**src/rtl/gf180mcu_fd_sc_mcu7t5v0__rrarb3_pkg.sv**
```systemverilog
// ----------------------------------------------------------------------------
// gf180mcu_fd_sc_mcu7t5v0__rrarb3_pkg
// Shared types and constants for the three-group round-robin arbiter.
// Revision: 1.0
// ----------------------------------------------------------------------------
`default_nettype none

package gf180mcu_fd_sc_mcu7t5v0__rrarb3_pkg;

   typedef enum logic [0:0] {
      IDLE  = 1'b0,
      GRANT = 1'b1
   } state_t;

   localparam logic [1:0] GRP_A = 2'd0;
   localparam logic [1:0] GRP_B = 2'd1;
   localparam logic [1:0] GRP_C = 2'd2;

   localparam logic [2:0] GNT_NONE = 3'b000;
   localparam logic [2:0] GNT_A    = 3'b001;
   localparam logic [2:0] GNT_B    = 3'b010;
   localparam logic [2:0] GNT_C    = 3'b100;

   // Pointer starts at C so that A has first priority after reset.
   localparam logic [1:0] PTR_RST = GRP_C;

   function automatic logic [1:0] grp_next(input logic [1:0] g);
      return (g == GRP_C) ? GRP_A : g + 2'd1;
   endfunction

   function automatic logic [1:0] oh2grp(input logic [2:0] oh);
      case (oh)
         GNT_B:   return GRP_B;
         GNT_C:   return GRP_C;
         default: return GRP_A;
      endcase
   endfunction

endpackage

`default_nettype wire

```
**src/rtl/gf180mcu_fd_sc_mcu7t5v0__rrarb3_pick.sv**
```systemverilog
// ----------------------------------------------------------------------------
// gf180mcu_fd_sc_mcu7t5v0__rrarb3_pick
// Combinational rotate-priority picker; search starts after the pointer.
// Revision: 1.0
// ----------------------------------------------------------------------------
`default_nettype none

module gf180mcu_fd_sc_mcu7t5v0__rrarb3_pick
   import gf180mcu_fd_sc_mcu7t5v0__rrarb3_pkg::*;
(
   input  logic [2:0] i_req,
   input  logic [1:0] i_ptr,
   output logic [2:0] o_pick,
   output logic       o_found
);

   logic [1:0] w_idx;

   always_comb begin
      o_pick  = GNT_NONE;
      o_found = 1'b0;
      w_idx   = i_ptr;
      for (int k = 0; k < 3; k++) begin
         w_idx = grp_next(w_idx);
         if (!o_found && i_req[w_idx]) begin
            o_pick[w_idx] = 1'b1;
            o_found       = 1'b1;
         end
      end
   end

endmodule

`default_nettype wire

```
**src/rtl/gf180mcu_fd_sc_mcu7t5v0__rrarb3_func.sv**
```systemverilog
// ----------------------------------------------------------------------------
// gf180mcu_fd_sc_mcu7t5v0__rrarb3_func
// Three-group round-robin arbiter with grant hold, timeout and ZN request term.
// Optional A-priority input HP via GF180MCU_FD_SC_MCU7T5V0__RRARB3_PRIO_EN.
// Revision: 1.0
// ----------------------------------------------------------------------------
`default_nettype none

module gf180mcu_fd_sc_mcu7t5v0__rrarb3_func
   import gf180mcu_fd_sc_mcu7t5v0__rrarb3_pkg::*;
#(
   parameter int HOLD_MAX = 16
) (
   input  logic       CLK,
   input  logic       RN,
   input  logic       A1,
   input  logic       A2,
   input  logic       B1,
   input  logic       B2,
   input  logic       C1,
   input  logic       C2,
   input  logic       DONE,
`ifdef GF180MCU_FD_SC_MCU7T5V0__RRARB3_PRIO_EN
   input  logic       HP,
`endif
   output logic [2:0] GNT,
   output logic       VLD,
   output logic       TMO,
   output logic       ZN
);

   localparam int CNT_W = ($clog2(HOLD_MAX + 1) < 1) ? 1 : $clog2(HOLD_MAX + 1);
   localparam logic             c_to_en    = (HOLD_MAX != 0);
   localparam logic [CNT_W-1:0] c_cnt_last = CNT_W'((HOLD_MAX == 0) ? 0 : HOLD_MAX - 1);

   state_t           r_state;
   state_t           w_state_nxt;
   logic [2:0]       r_gnt;
   logic [2:0]       w_gnt_nxt;
   logic [1:0]       r_ptr;
   logic [1:0]       w_ptr_nxt;
   logic [CNT_W-1:0] r_cnt;
   logic [CNT_W-1:0] w_cnt_nxt;
   logic             r_vld;
   logic             r_tmo;
   logic             w_tmo_nxt;

   logic [2:0] w_req;
   logic [2:0] w_mask;
   logic [2:0] w_pick;
   logic       w_found;
   logic       w_hold_req;
   logic       w_timeout;
   logic       w_release;
   logic       w_arb;
   logic       w_hp_a;

   assign w_req      = {C1 | C2, B1 | B2, A1 | A2};
   assign w_hold_req = |(r_gnt & w_req);
   assign w_timeout  = c_to_en && (r_cnt == c_cnt_last);
   assign w_release  = DONE | ~w_hold_req | w_timeout;
   assign w_arb      = (r_state == IDLE) || w_release;
   // The releasing holder is excluded so another requester gets its turn.
   assign w_mask     = (r_state == GRANT) ? (w_req & ~r_gnt) : w_req;

`ifdef GF180MCU_FD_SC_MCU7T5V0__RRARB3_PRIO_EN
   assign w_hp_a = HP & w_req[GRP_A];
`else
   assign w_hp_a = 1'b0;
`endif

   gf180mcu_fd_sc_mcu7t5v0__rrarb3_pick u_pick (
      .i_req   (w_mask),
      .i_ptr   (r_ptr),
      .o_pick  (w_pick),
      .o_found (w_found)
   );

   always_ff @(posedge CLK or negedge RN) begin
      if (!RN) begin
         r_state <= IDLE;
         r_gnt   <= GNT_NONE;
         r_ptr   <= PTR_RST;
         r_cnt   <= '0;
         r_vld   <= 1'b0;
         r_tmo   <= 1'b0;
      end else begin
         r_state <= w_state_nxt;
         r_gnt   <= w_gnt_nxt;
         r_ptr   <= w_ptr_nxt;
         r_cnt   <= w_cnt_nxt;
         r_vld   <= |w_gnt_nxt;
         r_tmo   <= w_tmo_nxt;
      end
   end

   always_comb begin
      w_state_nxt = r_state;
      case (r_state)
         IDLE:    if (|w_req) w_state_nxt = GRANT;
         GRANT:   if (w_release && !w_found && !w_hold_req && !w_hp_a) w_state_nxt = IDLE;
         default: w_state_nxt = IDLE;
      endcase
   end

   always_comb begin
      w_gnt_nxt = r_gnt;
      w_ptr_nxt = r_ptr;
      w_cnt_nxt = r_cnt;
      w_tmo_nxt = 1'b0;
      if (w_arb) begin
         w_cnt_nxt = '0;
         // HP grants leave the pointer alone so rotation resumes unchanged.
         if (w_hp_a) begin
            w_gnt_nxt = GNT_A;
         end else if (w_found) begin
            w_gnt_nxt = w_pick;
            w_ptr_nxt = oh2grp(w_pick);
         end else if ((r_state == GRANT) && w_hold_req) begin
            w_gnt_nxt = r_gnt;
         end else begin
            w_gnt_nxt = GNT_NONE;
         end
         if (r_state == GRANT) w_tmo_nxt = w_timeout & ~DONE & w_hold_req;
      end else if (c_to_en) begin
         w_cnt_nxt = r_cnt + CNT_W'(1);
      end
   end

   assign GNT = r_gnt;
   assign VLD = r_vld;
   assign TMO = r_tmo;
   assign ZN  = ~(&w_req);

endmodule

`default_nettype wire

```
**config.mk**
```make
export PLATFORM = sky130hd
export DESIGN_NAME = gf180mcu_fd_sc_mcu7t5v0__rrarb3_func
export DESIGN_NICKNAME = d
export VERILOG_FILES = /design/src/rtl/gf180mcu_fd_sc_mcu7t5v0__rrarb3_pkg.sv /design/src/rtl/gf180mcu_fd_sc_mcu7t5v0__rrarb3_pick.sv /design/src/rtl/gf180mcu_fd_sc_mcu7t5v0__rrarb3_func.sv
export SDC_FILE = /design/constraint.sdc
export NUM_CORES = 1
export LEC_CHECK = 0
export ABC_AREA = 1
export BUFFER_PORTS_ARGS = -buffer_cell sky130_fd_sc_hd__buf_2
export CORE_UTILIZATION = 51
export CTS_BUF_LIST = sky130_fd_sc_hd__clkbuf_8
export CTS_CLUSTER_DIAMETER = 50
export DETAILED_ROUTE_END_ITERATION = 12
export GPL_TIMING_DRIVEN = 1
export PLACE_DENSITY = 0.77
export SETUP_SLACK_MARGIN = 0.4
export SYNTH_ARGS = -nofsm -noshare
export SYNTH_HDL_FRONTEND = slang
export SYNTH_SLANG_ARGS = --single-unit
```
**constraint.sdc**
```tcl
create_clock -name CLK -period 1.8 [get_ports CLK]
set_clock_uncertainty 0.1 [all_clocks]
set_input_delay 0.09 -clock CLK [delete_from_list [all_inputs] [get_ports CLK]]
set_output_delay 0.09 -clock CLK [all_outputs]
set_load 0.02 [all_outputs]
```
# After elaboration in Yosys (flattened, before gate mapping)
# Cells that the tools add are included.
dict set report word_totals {
  in_bits 9
  ff_bits 13
  wordCells 88
}
dict set report classes {
  n_lt_le_gt_ge 6
  reduce_logical 18
  add_sub_neg 4
  bitwise 16
  mux 32
  eq_ne 6
}
# operator n
set ops {}
lappend ops {{two-way mux 3 bit} 7}
lappend ops {{two-way mux 1 bit} 13}
lappend ops {{less-than comparator 2 x 3 -> 1 bit, second input constant} 3}
lappend ops {{OR reduction 3 bit} 3}
lappend ops {{logical AND 1 bit} 8}
lappend ops {{adder 2 x 1 -> 2 bit, second input constant} 3}
lappend ops {{AND 3 bit} 2}
lappend ops {{binary-select mux 1 bit (select 2 bit)} 3}
lappend ops {{demux 1 bit (select 2 bit)} 3}
lappend ops {{equality test 2 bit, second input constant} 3}
lappend ops {{>= comparator 2 x 1 -> 1 bit, second input constant} 3}
lappend ops {{two-way mux 2 bit} 3}
lappend ops {{OR 3 bit} 2}
lappend ops {{adder 5 x 1 -> 5 bit, second input constant} 1}
lappend ops {{equality test 5 x 4 -> 1 bit, second input constant} 1}
lappend ops {{two-way mux 5 bit} 1}
lappend ops {{OR 1 bit} 5}
lappend ops {{logical NOT 1 bit} 4}
lappend ops {{NOT 1 bit} 4}
lappend ops {{one-hot mux 2 bit (2 select lines)} 1}
lappend ops {{equality test 3 x 2 -> 1 bit, second input constant} 1}
lappend ops {{equality test 3 bit, second input constant} 1}
lappend ops {{NOT 3 bit} 1}
lappend ops {{AND reduction 3 bit} 1}
lappend ops {{other kinds (4)} 5}

# Longest topological paths before layout
# Gate-level depths: netlist of the first run.
dict set report logic_depth {
  ltp_word 17
  depth_mapped 12
  depth_no_buf 12
}

# Modules after synthesis
# Synthesis of the first run repeated with hierarchy kept, for this count alone.
dict set report unflattened {
  cells_unflattened 122
  area_unflattened_um2 908.4
}
# mod seq_area_each_um2 cells_each area_each_um2 instances
set by_module_without_submodules {}
lappend by_module_without_submodules {gf180mcu_fd_sc_mcu7t5v0__rrarb3_func 326.6 86 734.5 1}
lappend by_module_without_submodules {gf180mcu_fd_sc_mcu7t5v0__rrarb3_pick 0.0 36 173.9 1}

# Least setup slack after synthesis of the first run
# Ideal clock, no wire load.
dict set report synth_timing {
  kind {reg2reg}
  start {register r_cnt[0]}
  end {register r_gnt[1] (netlist: GNT[1])}
  synth_period_minus_slack_ps 1687
  arrival_ps 1470
  path_slack_ps 113
  stages_incl_launch_ff 13
  path_cell_list {dfrtp_1 > ha_1 > nand2_1 > nor2_1 > ha_1 > inv_1 > nand2_1 > nor2_2 > bufinv_8 > nand2_8 > inv_4 > nand2_2 > nand2_1}
}
dict set report synth_between {
  elab_chain_len 4
}
# element line_no
set synth_lines {}
lappend synth_lines {{start, declared} gf180mcu_fd_sc_mcu7t5v0__rrarb3_func.sv:42} ;# logic [CNT_W-1:0] r_cnt;
lappend synth_lines {{start signal, assigned} gf180mcu_fd_sc_mcu7t5v0__rrarb3_func.sv:91} ;# r_cnt <= w_cnt_nxt;
lappend synth_lines {{equality test 5 x 4 -> 1 bit} gf180mcu_fd_sc_mcu7t5v0__rrarb3_func.sv:60} ;# assign w_timeout = c_to_en && (r_cnt == c_cnt_last);
lappend synth_lines {{OR 1 bit} gf180mcu_fd_sc_mcu7t5v0__rrarb3_func.sv:61} ;# assign w_release = DONE | ~w_hold_req | w_timeout;
lappend synth_lines {{logical OR 1 bit} gf180mcu_fd_sc_mcu7t5v0__rrarb3_func.sv:62} ;# assign w_arb = (r_state == IDLE) || w_release;
lappend synth_lines {{two-way mux 3 bit} gf180mcu_fd_sc_mcu7t5v0__rrarb3_func.sv:111} ;# if (w_arb) begin
lappend synth_lines {{via w_gnt_nxt[1]} gf180mcu_fd_sc_mcu7t5v0__rrarb3_func.sv:39} ;# logic [2:0] w_gnt_nxt;
lappend synth_lines {{end signal, assigned} gf180mcu_fd_sc_mcu7t5v0__rrarb3_func.sv:89} ;# r_gnt <= w_gnt_nxt;
lappend synth_lines {{end, declared} gf180mcu_fd_sc_mcu7t5v0__rrarb3_func.sv:38} ;# logic [2:0] r_gnt;
# The timed path passes the listed nets, and every way through them passes these cells.
# A chain may end at the register's enable or synchronous reset.

# Worst setup path in the final report of the first run
dict set report layout_timing {
  start {register r_ptr[1]}
  end {register r_gnt[1] (netlist: GNT[1])}
}
dict set report layout_between {
  elab_chain_len 14
  elab_cells_between_ends 44
  classes_between {add/sub (3); order compare (6); eq/ne (3); mux (23); bitwise (2); reduce/logical (7)}
}
# element line_no
set layout_lines {}
lappend layout_lines {{start, declared} gf180mcu_fd_sc_mcu7t5v0__rrarb3_func.sv:40} ;# logic [1:0] r_ptr;
lappend layout_lines {{start signal, assigned} gf180mcu_fd_sc_mcu7t5v0__rrarb3_func.sv:90} ;# r_ptr <= w_ptr_nxt;
lappend layout_lines {{adder 2 x 1 -> 2 bit or equality test 2 bit (tied branches)} gf180mcu_fd_sc_mcu7t5v0__rrarb3_pkg.sv:28} ;# return (g == GRP_C) ? GRP_A : g + 2'd1;
lappend layout_lines {{two-way mux 2 bit *} gf180mcu_fd_sc_mcu7t5v0__rrarb3_pkg.sv:28}
lappend layout_lines {{adder 2 x 1 -> 2 bit or equality test 2 bit (tied branches)} gf180mcu_fd_sc_mcu7t5v0__rrarb3_pkg.sv:28}
lappend layout_lines {{two-way mux 2 bit} gf180mcu_fd_sc_mcu7t5v0__rrarb3_pkg.sv:28}
lappend layout_lines {{adder 2 x 1 -> 2 bit (tied with other cells)} gf180mcu_fd_sc_mcu7t5v0__rrarb3_pkg.sv:28}
lappend layout_lines {{two-way mux 2 bit or logical AND 1 bit (tied branches)} {gf180mcu_fd_sc_mcu7t5v0__rrarb3_pkg.sv:28, gf180mcu_fd_sc_mcu7t5v0__rrarb3_pick.sv:26}}
lappend layout_lines {{less-than comparator 2 x 3 -> 1 bit (not written as such) (tied with other cells)} gf180mcu_fd_sc_mcu7t5v0__rrarb3_pick.sv:26} ;# o_pick[w_idx] = 1'b1;
lappend layout_lines {{logical AND 1 bit (not written as such) or demux 1 bit (select 2 bit) (tied branches)} n/a}
lappend layout_lines {{two-way mux 1 bit (not written as such) or OR 3 bit (tied branches)} n/a}
lappend layout_lines {{demux 1 bit (select 2 bit) or two-way mux 3 bit (tied branches)} n/a}
lappend layout_lines {{OR 3 bit (no source line)} n/a}
lappend layout_lines {{two-way mux 3 bit} gf180mcu_fd_sc_mcu7t5v0__rrarb3_pick.sv:25} ;# if (!o_found && i_req[w_idx]) begin
lappend layout_lines {{two-way mux 3 bit *} gf180mcu_fd_sc_mcu7t5v0__rrarb3_func.sv:116} ;# end else if (w_found) begin
lappend layout_lines {{two-way mux 3 bit *} gf180mcu_fd_sc_mcu7t5v0__rrarb3_func.sv:111}
lappend layout_lines {{via w_gnt_nxt[1]} gf180mcu_fd_sc_mcu7t5v0__rrarb3_func.sv:39}
# Mark *: on every way through the listed nets, which the timed path passes. The rest lies on a longest branch. The select of a mux whose other input is x is not followed.

==> impl_metrics.csv, run 1 <==
group,metric,value,unit
synth,post_synth.cell_area_avg,8.038,um^2
synth,synth-async-reset-ratio,100.0,%
worst_setup_path,crit_path_end_kind,"flip-flop",
sta,max_slew_vio_count,0,
synth,synth_cell_area,852.1,um^2
placed_design,dpl.cell_count,136,
final_layout,number_of_antenna_diodes,0,
global_routing,globalRouteTotalUtil,20.62,%
worst_setup_path,crit_end,"GNT[1]",
placed_design,gp_routability_congestion,0.8482,
global_routing,global_route_wire_length_before_repair,2918,um
job,max-cap-violations,0,
global_routing,grt_max_degree,14,
drt,via_count,782,
synth,part_of_the_yosys_area_used_for_sequential_elements,38.33,%
worst_setup_path,critical_path.reg2reg.startpoint,"r_ptr[1]",
clock_network,htree_num_levels,1,
synth,synthCells,106,
clock_network,clock_sinks,13,
sta,setup-violations-final,0,
final_layout,seq_area,326.6,um^2
worst_setup_path,worst_ep_required_time,1830,ps
placed_design,dp_worst_setup_slack,105.2,ps
power_and_ir_drop,p_leak,0.5885,nW
global_routing,number_of_antenna_violations_at_the_first_check_in_global_routing,0,
sta,min_period,1638,ps
synth,ys_warns,0,
sta,worst_slew_pin_slew,287.7,ps
final_layout,layout.nets,147,
hold_path,min_path_type,"input port to flip-flop",
placed_design,placement.io_buffers,14,
synth,yosys.cell_types.count,22,
synth,synth.net_count,117,
sta,grt_setup_unrepaired,"true",
final_layout,final_common_cell,"sky130_fd_sc_hd__nand3_1",
clock_network,tritoncts,"yes",
worst_setup_path,worst_setup_path_startpoint,"r_ptr[1]",
final_layout,final.fill_count,117,
drt,final_antenna_net_count,0,
worst_setup_path,timing_worst_setup_path_type,"flip-flop to flip-flop",
worst_setup_path,crit-reg2reg-capture,"GNT[1]",
final_layout,leading_cell_types_in_the_layout_fill_and_taps_excluded,"sky130_fd_sc_hd__nand3_1 (18), sky130_fd_sc_hd__nand2_1 (16), sky130_fd_sc_hd__buf_2 (14)",
worst_setup_path,regToRegSetupSlack,160,ps
placed_design,dp.final_hpwl,1266,um
synth,count_of_flip_flops_with_a_built_in_enable_after_synthesis,0,
floorplan,fp.dieArea,1838,um^2
clock_network,clock_latency,240,ps
sta,hold_violations,0,
global_routing,vias_in_the_first_global_route,729,
clock_network,clock_path_buffers,2,
power_and_ir_drop,vdd_drop_max,0.001016,V
worst_setup_path,critical_path.max_stage_delay,620,ps
drt,first_pass_iters,3,
floorplan,effective_utilization_at_floorplan,55.28,%
floorplan,top_level_i_o_count,15,
sta,final.period_utilization,91.00,%
final_layout,final_layout_size_suffix_gt1_share,46.67,%
sta,finalWorstSetupSlack,162.1,ps
worst_setup_path,path_max_fanout,6,
worst_setup_path,crit_arrival,1670,ps
status,run_status,"complete, no violations",
sta,fin_setup_tns,0,ps
power_and_ir_drop,design_power_total,1.745,mW
final_layout,syn_to_final_growth,34.36,%
synth,number_of_storage_elements_in_the_synthesis_netlist,13,
worst_setup_path,crit_path_cell_trace,"nor2_4 > nand3_1 > nand3_2 > nor2_4 > nand2_4 > nand2_8 > inv_8 > nand2_4 > nand2_1",
final_layout,area_used_by_multi_input_combinational_logic,495.5,um^2
floorplan,fp.coreArea,1541,um^2
sta,max_freq,0.6105,GHz
clock_network,cts-buffers-inserted,3,
drt,drt_wl_total,1889,um
clock_network,clk_root_buffer_cell,"sky130_fd_sc_hd__clkbuf_8",
drt,drc_errors,0,
worst_setup_path,cp_slowest_cell,"sky130_fd_sc_hd__dfstp_2",
synth,leading_register_cell_type_out_of_synthesis,"sky130_fd_sc_hd__dfrtp_1",
floorplan,dieHeight,42.88,um
drt,wl_per_cell,12.51,um
floorplan,row_count,14,
clock_network,clk_transition_reported_paths,50,ps
drt,detail_route.vias_per_cell,5.179,
sta,slew_headroom,80.82,%
drt,initial_drt_markers,16,
power_and_ir_drop,powerDensity,1524,nW/um^2
floorplan,die_x,42.88,um
global_routing,grt_overflow,0,
worst_setup_path,crit_path_start_kind,"flip-flop",
final_layout,finalNonFillerCells,151,
worst_setup_path,rr_worst_depth,9,
==> per-layer routing <==
layer / GRT usage (%) / share of wire (%) / vias to the layer above
li1: - / - / 392
met1: 27.84 / 46 / 380
met2: 34.55 / 52 / 10
met3: 2.979 / 2.4 / 0
met4: 5.000 / 0 / 0
met5: 0 / 0 / -
==> cells in the mapped netlist (2+ instances only) <==
| master | count | area (um^2) |
|---|---|---|
| sky130_fd_sc_hd__dfrtp_1 | 12 | 300.3 |
| sky130_fd_sc_hd__nor2_4 | 2 | 22.52 |
| sky130_fd_sc_hd__nor2_2 | 2 | 12.51 |
| sky130_fd_sc_hd__inv_2 | 4 | 15.01 |
| sky130_fd_sc_hd__ha_1 | 2 | 25.02 |
| sky130_fd_sc_hd__nand3_2 | 5 | 50.05 |
| sky130_fd_sc_hd__inv_1 | 12 | 45.04 |
| sky130_fd_sc_hd__nand2_2 | 5 | 31.28 |
| sky130_fd_sc_hd__a21oi_1 | 2 | 10.01 |
| sky130_fd_sc_hd__nand2_1 | 21 | 78.83 |
| sky130_fd_sc_hd__nand4_1 | 2 | 12.51 |
| sky130_fd_sc_hd__nand3_1 | 18 | 90.09 |
| sky130_fd_sc_hd__nand2_4 | 2 | 22.52 |
| sky130_fd_sc_hd__nor2_1 | 9 | 33.78 |
==> registers in the layout (all words and copies together), names as in the netlist <==
name     flops
VLD          1
GNT          3
r_cnt        5
TMO          1
r_state      1
r_ptr        2
==> per-stage QoR <==
stage	util (%)	hold slack [ps]	cell area, um^2
floorplan	-	-305.6	857.1
finish	74.27	0.8640	1145
detailed placement	61.20	-115.0	943.4
CTS	69.48	4.713	1071
global route	74.27	19.74	1145
global placement	61.20	-116.3	943.4
==> critical path, delay by kind of cell (launching register included) <==
kind                   cells  cell delay, ps
AND/OR/NAND/NOR            8             760
flip-flops                 1             620
buffers and inverters      1              40
==> power by group <==
group | internal (mW) | switching, mW | total (mW)
Clock | 0.150 | 0.0956 | 0.246
Combinational | 0.414 | 0.641 | 1.06
Sequential | 0.362 | 0.0818 | 0.444
==> repair_timing <==
item                                    CTS  global route
setup buffers                             5             3
gates resized for setup                   5            17
hold buffers                              3             0
hold endpoints to repair                 16             0
pin swaps                                 1             8
endpoints found under the setup margin    9            10
==> final cells by class <==
cell class	count	share of cell area [%]
flip-flops and latches	13	28.52
well taps	16	1.749
multi-input cells	74	43.28
repair buffers	26	15.30
clock buffers	3	3.607
inverters	18	7.213
clock inverters	1	0.3279
==> cells by family (layout without fill, tap and decap cells) <==
| family | count (synthesis) | after routing | share of synthesized area [%] |
|---|---|---|---|
| simple gates | 68 | 68 | 44.49 |
| buf+inv | 19 | 48 | 11.16 |
| flops | 13 | 13 | 38.33 |
| compound gates | 3 | 3 | 2.056 |
| fa+ha+maj | 2 | 2 | 2.936 |
| xor+xnor | 1 | 1 | 1.028 |
==> worst min-delay path by stage <==
| stage | start | to | slack, ps | depth (start not counted) |
|---|---|---|---|---|
| finish | A1 | r_state | 0.9 | 3 |
| global route | B2 | VLD | 20 | 3 |
| CTS | B2 | VLD | 5 | 3 |
| detailed placement | RN | r_state | -120 | 1 |
| global placement | RN | r_state | -120 | 1 |
| floorplan | RN | GNT[0] | -310 | 0 |
Power figures use the tool's default switching activity.
==> run 2: changes to the inputs <==
clock period = 1.3 ns   (was 1.8 ns; I/O delays follow)
==> run 2 against run 1 <==
The flow now finishes with violations (negative hold slack, negative setup slack). Sequential share of layout area is 3.0 points lower. Power is 52% higher. Utilization is 9.4 points higher. Clock-buffer cell count stayed put. Non-clock buffer count is 14 higher. Clock power is 46% higher. First-iteration DRC count is 75% higher. Die area stayed put. Global-route usage is 10 points higher. Highest routed layer is now met4.
==> impl_metrics.csv, run 2 (synthesis results as in run 1) <==
group,metric,value,unit
sta,worst_slew_pin_slew,299.7,ps
clock_network,htree_num_levels,1,
floorplan,die_x,42.88,um
worst_setup_path,critPathTopFamily,"simple AND/OR/NAND/NOR gates",
global_routing,globalRouteTotalUtil,30.78,%
sta,hold_violations,1,
power_and_ir_drop,powerDensity,2052,nW/um^2
final_layout,finalInstanceArea,1290,um^2
worst_setup_path,timing_worst_setup_path_type,"flip-flop to flip-flop",
final_layout,layout.nets,161,
global_routing,grt_max_degree,14,
global_routing,gr-usage-met1,33.88,%
global_routing,global_route_wire_length_before_repair,4008,um
drt,drt_wl_total,2731,um
global_routing,number_of_antenna_violations_at_the_first_check_in_global_routing,0,
power_and_ir_drop,vdd_drop_max,0.001391,V
drt,drc_errors,0,
status,violated_checks,"negative hold slack, negative setup slack",
clock_network,clock_sinks,13,
sta,finalWorstSetupSlack,-375.4,ps
worst_setup_path,path_max_fanout,6,
final_layout,syn_to_final_growth,51.40,%
worst_setup_path,crit_path_end_kind,"flip-flop",
floorplan,fp.dieArea,1838,um^2
drt,wl_per_cell,16.55,um
sta,setup-violations-final,11,
floorplan,top_level_i_o_count,15,
floorplan,fp.coreArea,1541,um^2
sta,finalHoldWorstSlack,-10.93,ps
sta,max_freq,0.5969,GHz
sta,slew_headroom,80.02,%
final_layout,largest_register_ffs,5,
floorplan,effective_utilization_at_floorplan,55.28,%
global_routing,grt.met2_usage,57.88,%
drt,first_pass_iters,7,
hold_path,whs_endpoint,"VLD",
final_layout,leading_cell_types_in_the_layout_fill_and_taps_excluded,"sky130_fd_sc_hd__buf_4 (23), sky130_fd_sc_hd__nand3_1 (18), sky130_fd_sc_hd__nand2_1 (16)",
worst_setup_path,worst_setup_path_startpoint,"r_cnt[1]",
global_routing,gr-usage-met3,6.383,%
global_routing,vias_in_the_first_global_route,903,
worst_setup_path,rr_worst_depth,12,
sta,max_slew_vio_count,0,
hold_path,timing.hold.worst.start,"B1",
hold_path,min_path_type,"input port to flip-flop",
worst_setup_path,crit_path_start_kind,"flip-flop",
power_and_ir_drop,p_leak,0.6677,nW
worst_setup_path,buf_inv_stages_crit_path,3,
sta,grt_setup_unrepaired,"true",
drt,initial_drt_markers,28,
clock_network,hold_buffers,2,
worst_setup_path,crit-reg2reg-capture,"GNT[1]",
worst_setup_path,critical_path.max_stage_delay,420,ps
final_layout,number_of_antenna_diodes,0,
hold_path,hold_depth,3,
placed_design,dp.final_hpwl,1568,um
placed_design,placement.io_buffers,14,
clock_network,clk_transition_reported_paths,60,ps
clock_network,clk_root_buffer_cell,"sky130_fd_sc_hd__clkbuf_8",
worst_setup_path,critical_path.reg2reg.startpoint,"r_cnt[1]",
worst_setup_path,regToRegSetupSlack,-380,ps
floorplan,row_count,14,
clock_network,clock_path_buffers,2,
sta,min_period,1675,ps
clock_network,cts-buffers-inserted,3,
global_routing,grt.busiest_layer,"met2",
final_layout,final_common_cell,"sky130_fd_sc_hd__buf_4",
placed_design,cell_area_reported_after_detailed_placement,1064,um^2
status,run_status,"complete, but fails checks",
placed_design,gp_routability_congestion,0.8380,
final_layout,registers.top_by_ff_count,"r_cnt",
drt,via_count,936,
worst_setup_path,crit_arrival,1700,ps
drt,detail_route.vias_per_cell,5.673,
worst_setup_path,worst_ep_required_time,1330,ps
clock_network,clock_latency,250,ps
drt,final_antenna_net_count,0,
clock_network,tritoncts,"yes",
worst_setup_path,crit_path_cell_trace,"ha_4 > nand2_4 > nor2_4 > ha_4 > inv_2 > nand2_2 > nor2_4 > inv_8 > nand2_8 > inv_4 > nand2_2 > nand2_1",
global_routing,grt_overflow,0,
final_layout,final_layout_size_suffix_gt1_share,54.36,%
job,max-cap-violations,0,
worst_setup_path,cp_slowest_cell,"sky130_fd_sc_hd__dfrtp_1",
floorplan,dieHeight,42.88,um
sta,final.period_utilization,128.9,%
-- run 2: cell count changes in the layout (fill, tap and decap cells not counted), sizes merged --
cell	delta
buf	+15
dlygate4sd3	-1
-- run 2: how the worst max path moves through the flow --
| stage | slack, ps | endpoint | cells past startpoint |
|---|---|---|---|
| after global routing | -410 | GNT[1] | 12 |
| after floorplan | -290 | GNT[1] | 12 |
| after detailed placement | -400 | GNT[2] | 12 |
| final | -380 | GNT[1] | 12 |
| after global placement | -330 | GNT[1] | 12 |
| after CTS | -390 | GNT[2] | 12 |
-- run 2: timing repair --
action / in CTS / in global routing
pin swaps: 0 / 3
hold endpoints to repair: 16 / 2
endpoints found under the setup margin: 16 / 16
setup buffers: 4 / 3
gates resized for setup: 19 / 13
-- run 2: worst register-to-register path, stage by stage, from the launching register on --
cell	delay, ps
sky130_fd_sc_hd__dfrtp_1	420
sky130_fd_sc_hd__ha_4	200
sky130_fd_sc_hd__nand2_4	80
sky130_fd_sc_hd__nor2_4	50
sky130_fd_sc_hd__ha_4	140
sky130_fd_sc_hd__inv_2	60
sky130_fd_sc_hd__nand2_2	60
sky130_fd_sc_hd__nor2_4	160
sky130_fd_sc_hd__inv_8	60
sky130_fd_sc_hd__nand2_8	80
sky130_fd_sc_hd__inv_4	40
sky130_fd_sc_hd__nand2_2	70
sky130_fd_sc_hd__nand2_1	60
-- run 2: cell type report --
class | instances | area, um^2
fill | 73 | 251.5
clock buffer | 3 | 41.29
timing repair buffer | 40 | 305.3
inverter | 18 | 77.57
multi-input combinational | 74 | 513.0
sequential | 13 | 329.1
tap | 16 | 20.02
clock inverter | 1 | 3.754
-- run 2: through the flow --
step,util [%],total power [mW],TNS (ps),setup slack (ps),instances
6_report,83.69,2.646,-3383,-375.4,165
5_1_grt,83.69,2.800,-3865,-413.8,165
4_1_cts,78.90,2.487,-3400,-387.3,162
2_1_floorplan,-,1.532,-1898,-291.8,106
3_3_place_gp,68.99,1.944,-2612,-329.7,152
3_5_place_dp,68.99,1.992,-3259,-395.9,152
-- run 2: report_power, final --
part	internal, mW	leakage [nW]	switching [mW]
combinational	0.736	0.481	0.920
sequential	0.505	0.160	0.126
clock	0.209	0.0269	0.151
-- run 2: metal layers --
layer  up-vias  share of wire, %
met1       442                35
met5         -                 0
met2        49                53
li1        427                 -
met4         0               5.2
met3        18               5.9
